File: src/rtl/prci_rst_seq.sv
// Reset sequencer for the PRCI block: synchronizes and debounces the reset button,
// qualifies PLL lock, and stretches DMI reset requests into clean output levels.
module prci_rst_seq #(
  parameter int unsigned hold_cycles     = 64,
  parameter int unsigned lock_cycles     = 256,
  parameter int unsigned debounce_cycles = 1000,
  parameter int unsigned dmi_cycles      = 16
) (
  input  logic       i_clk,
  input  logic       i_rst,
  input  logic       i_button,
  input  logic       i_pll_locked,
  input  logic       i_dmireset_req,
  output logic       o_pwrreset,
  output logic       o_sys_locked,
  output logic       o_dmireset,
  output logic [1:0] o_state
);

  localparam logic [15:0] HoldLast     = 16'(hold_cycles - 1);
  localparam logic [15:0] LockLast     = 16'(lock_cycles - 1);
  localparam logic [15:0] DebounceLast = 16'(debounce_cycles - 1);
  localparam logic [15:0] DmiLast      = 16'(dmi_cycles - 1);

  typedef enum logic [1:0] {
    StHold     = 2'd0,
    StWaitLock = 2'd1,
    StRun      = 2'd2,
    StDmi      = 2'd3
  } state_e;

  // --------------------------------------------------------------------------
  // Synchronizers
  // --------------------------------------------------------------------------
  logic [1:0] btn_sync_q;
  logic [1:0] lock_sync_q;
  logic       btn_s;
  logic       lock_s;

  always_ff @(posedge i_clk) begin
    if (i_rst) begin
      btn_sync_q  <= 2'b00;
      lock_sync_q <= 2'b00;
    end else begin
      btn_sync_q  <= {btn_sync_q[0], i_button};
      lock_sync_q <= {lock_sync_q[0], i_pll_locked};
    end
  end

  assign btn_s  = btn_sync_q[1];
  assign lock_s = lock_sync_q[1];

  // --------------------------------------------------------------------------
  // Button debouncer
  // --------------------------------------------------------------------------
  logic [15:0] dbcnt_q, dbcnt_d;
  logic        btn_db_q, btn_db_d;

  always_comb begin
    dbcnt_d  = dbcnt_q;
    btn_db_d = btn_db_q;
    if (btn_s == btn_db_q) begin
      dbcnt_d = 16'd0;
    end else if (dbcnt_q == DebounceLast) begin
      btn_db_d = btn_s;
      dbcnt_d  = 16'd0;
    end else begin
      dbcnt_d = dbcnt_q + 16'd1;
    end
  end

  always_ff @(posedge i_clk) begin
    if (i_rst) begin
      dbcnt_q  <= 16'd0;
      btn_db_q <= 1'b0;
    end else begin
      dbcnt_q  <= dbcnt_d;
      btn_db_q <= btn_db_d;
    end
  end

  // --------------------------------------------------------------------------
  // Sequencing FSM with one shared counter
  // --------------------------------------------------------------------------
  state_e      state_q, state_d;
  logic [15:0] cnt_q, cnt_d;

  always_comb begin
    state_d = state_q;
    cnt_d   = cnt_q;
    unique case (state_q)
      StHold: begin
        if (btn_db_q) begin
          cnt_d = 16'd0;
        end else if (cnt_q == HoldLast) begin
          state_d = StWaitLock;
          cnt_d   = 16'd0;
        end else begin
          cnt_d = cnt_q + 16'd1;
        end
      end
      StWaitLock: begin
        if (btn_db_q) begin
          state_d = StHold;
          cnt_d   = 16'd0;
        end else if (!lock_s) begin
          cnt_d = 16'd0;
        end else if (cnt_q == LockLast) begin
          state_d = StRun;
          cnt_d   = 16'd0;
        end else begin
          cnt_d = cnt_q + 16'd1;
        end
      end
      StRun: begin
        if (btn_db_q || !lock_s) begin
          state_d = StHold;
          cnt_d   = 16'd0;
        end else if (i_dmireset_req) begin
          state_d = StDmi;
          cnt_d   = 16'd0;
        end
      end
      StDmi: begin
        if (btn_db_q || !lock_s) begin
          state_d = StHold;
          cnt_d   = 16'd0;
        end else if (i_dmireset_req) begin
          // A fresh request restarts the full pulse width.
          cnt_d = 16'd0;
        end else if (cnt_q == DmiLast) begin
          state_d = StRun;
          cnt_d   = 16'd0;
        end else begin
          cnt_d = cnt_q + 16'd1;
        end
      end
      default: begin
        state_d = StHold;
        cnt_d   = 16'd0;
      end
    endcase
  end

  // Outputs are registered from the next state so they switch with the state.
  logic pwrreset_q, sys_locked_q, dmireset_q;

  always_ff @(posedge i_clk) begin
    if (i_rst) begin
      state_q      <= StHold;
      cnt_q        <= 16'd0;
      pwrreset_q   <= 1'b1;
      sys_locked_q <= 1'b0;
      dmireset_q   <= 1'b0;
    end else begin
      state_q      <= state_d;
      cnt_q        <= cnt_d;
      pwrreset_q   <= (state_d == StHold) || (state_d == StWaitLock);
      sys_locked_q <= (state_d == StRun) || (state_d == StDmi);
      dmireset_q   <= (state_d == StDmi);
    end
  end

  assign o_pwrreset   = pwrreset_q;
  assign o_sys_locked = sys_locked_q;
  assign o_dmireset   = dmireset_q;
  assign o_state      = state_q;

endmodule

File: config.mk
export PLATFORM = sky130hd
export DESIGN_NAME = prci_rst_seq
export DESIGN_NICKNAME = d
export VERILOG_FILES = /design/src/rtl/prci_rst_seq.sv
export SDC_FILE = /design/constraint.sdc
export NUM_CORES = 1
export LEC_CHECK = 0
export ABC_AREA = 1
export CORE_ASPECT_RATIO = 0.9
export CORE_MARGIN = 8
export CORE_UTILIZATION = 29
export CTS_CLUSTER_DIAMETER = 80
export DETAILED_ROUTE_END_ITERATION = 7
export PLACE_DENSITY = 0.41
export SYNTH_ARGS = -nofsm -noshare
export SYNTH_HDL_FRONTEND = slang
export SYNTH_SLANG_ARGS = --single-unit
File: constraint.sdc
create_clock -name i_clk -period 2.15 [get_ports i_clk]
set_input_delay 0.645 -clock i_clk [delete_from_list [all_inputs] [get_ports i_clk]]
set_output_delay 0.645 -clock i_clk [all_outputs]
set_load 0.03 [all_outputs]
==> results.txt <==
Layout cells sized above 1: 0.119
Syn_nets: 306
Largest family of logic cells by synthesized area: simple AND/OR/NAND/NOR gates
GR Util met1: 0.131
Register Area: 841 um2
Post-CTS resize count: 0
1st-iter DRT viols: 113
Total GRT Usage: 0.0973
Number of synthesized register bits: 42
Simple-gate share of the synthesized area: 0.395
CP max stage cell: clkdlybuf4s50_1
Pwr/cell area: 575 nW/um2
CP top delay family: buffers and inverters
Largest net degree at the start of global routing: 17
Clock transition at path regs: 0.08 ns
Vias in the first global route: 1753
Core ar.: 7000 um2
Post-synthesis compound-gate area fraction: 0.0658
CP max FO: 5
Worst Skew: 0.00860 ns
Area Overhead vs Synth: 15.8%
Dpl hpwl: 3380 um
Peak Freq: 0.489 GHz
Final Hold Vio Count: 0
Avg Inst Size Synth: 6.93 um2
Num CTS Buffers: 5
Post-route DRC: 0
Worst path arrival time: 1.40 ns
Area of the multi-input gates: 1050 um2
Post-layout util: 0.343
Routing usage on met2: 0.145
Vias per cell: 4.33
Busiest grt layer: met2
Max-cap violations: 0
TritonCTS clock tree: built
Met3 GRT Util: 0.0274
Worst vdd ir: 0.254 mV
Die height: 96.2 um
Syn Inst Count: 299
WHS: 0.405 ns
Final max-slew violation count: 0
Hold buffer count at cts: 0
Final setup viols: 0
Crit path kind: register to output pin
Grt total ovfl: 0
Die width: 105 um
Kind of end point of the critical path: output pin
Net count, final: 326
Outcome: finished clean
Die area: 10100 um2
Clock tree buffer depth: 2
Tightest Pin Transition: 0.544 ns
Clk sinks: 42
Antenna-violating nets left: 0
RSZ-0062 raised after global routing: false
Synthesis Warnings: 0
Synth Area in XOR/XNOR: 0.0296
Required @ worst endpoint: 1.50 ns
Cell breakdown of the critical path: clkdlybuf4s50_1
Port bufs: 9
TritonRoute pass-1 iters: 6
DRT Wirelength: 4410 um
Mapped Area: 2070 um2
# fillers: 772
H-tree Lvls: 2
Ant diodes: 0
Post-synthesis mux area share: 0.00483
Post-CTS Setup Repair Bufs: 0
Adder-Cell Fraction of Synth Area: 0.0121
Synth unique cells: 28
Seq/Total Area, Yosys: 0.406
Routed WL per cell: 10.7 um
Final period util: 0.952
Via count: 1788
Type of the tightest min-delay check: register to register
Max-Slew Margin vs Limit: 0.634
Clk_lat worst skew: 0.29 ns
Pleak: 0.928 nW
Max incr delay on CP: 0.70 ns
Critical Path Start Type: register
Num ports: 10
Final GP Congestion: 0.807
Site Rows: 29
Pre-CTS setup slack: -0.0941 ns
Starting Density: 0.296
Worst setup margin: 0.104 ns
First-pass GRT wire length: 8050 um
Initial antenna violation count: 0
Period minus WS final: 2.05 ns
CP bufs+invs: 1
Clk root buf: clkbuf_8
==> per-stage QoR <==
step	cells	TNS (ns)	cell area, um2	power [mW]
after floorplan	299	0	2070	0.839
after global placement	405	-0.0830	2310	0.859
after detailed placement	405	-0.308	2310	0.858
after CTS	413	0	2400	1.40
after global routing	413	0	2400	1.44
final	413	0	2400	1.38
==> cell usage in the layout (no fill, tap or decap), types with 9 or more instances in the layout <==
master / n
a21oi_1: 9
clkdlybuf4s50_1: 9
dfxtp_1: 42
inv_1: 39
nand2_1: 64
nand3_1: 22
nor2_1: 50
nor2_2: 11
nor3_1: 13
o21ai_0: 9
==> path summary, 6_finish.rpt <==
path                  from       endpoint  depth (start not counted)  slack, ns
min reg2reg  btn_sync_q[0]  btn_sync_q[1]                          2       0.40
max reg2reg     dbcnt_q[0]     dbcnt_q[2]                          8       0.35
min          btn_sync_q[0]  btn_sync_q[1]                          2       0.40
max             o_state[1]     o_state[1]                          1       0.10
==> registers in the layout, summed over array words and instances (netlist names) <==
| register | count |
|---|---|
| o_state | 2 |
| o_dmireset | 1 |
| lock_sync_q | 2 |
| cnt_q | 16 |
| dbcnt_q | 16 |
| btn_db_q | 1 |
| o_sys_locked | 1 |
| btn_sync_q | 2 |
| o_pwrreset | 1 |
==> routing by layer <==
| metal | routed length (um) | up-vias |
|---|---|---|
| met2 | 1750 | 25 |
| met5 | 0 | - |
| met1 | 2430 | 780 |
| li1 | - | 979 |
| met3 | 184 | 4 |
| met4 | 47 | 0 |
==> power by group <==
group | switching [mW] | leakage, nW | internal, mW
sequential | 0.00603 | 0.340 | 0.786
combinational | 0.0245 | 0.540 | 0.0225
clock | 0.281 | 0.0482 | 0.260
==> synth_stat cells, drive strengths merged <==
master / number / area share
nand3: 22 / 0.053
nor3b: 1 / 0.0036
nor2: 63 / 0.13
nand2: 69 / 0.13
ha: 2 / 0.012
inv: 41 / 0.074
o211ai: 1 / 0.0036
nor4: 1 / 0.0030
xnor2: 1 / 0.0042
nor3: 14 / 0.039
a21o: 1 / 0.0036
nand4: 5 / 0.015
a21oi: 9 / 0.022
dfxtp: 42 / 0.41
buf: 3 / 0.013
nand3b: 3 / 0.011
xor2: 6 / 0.025
mux2i: 1 / 0.0048
or2: 2 / 0.0060
o21ai: 10 / 0.030
o21bai: 2 / 0.0072
==> final cells by class <==
class	instances	share of cell area
Multi-Input combinational cell	213	0.440
Sequential cell	42	0.350
Inverter	41	0.0641
Timing Repair Buffer	16	0.0594
Tap cell	93	0.0485
Clock buffer	7	0.0360
Clock inverter	1	0.00209
==> kinds of logic (layout without fill, tap and decap cells) <==
group | count (synthesis) | in the layout
and+or+nand+nor | 180 | 180
AOI/OAI and AO/OA | 23 | 23
muxes | 1 | 1
adders and majority gates | 2 | 2
buffers and inverters | 44 | 65
DFF | 42 | 42
xor gates and xnor gates | 7 | 7
Note: power is estimated with default switching activity, not from simulation.
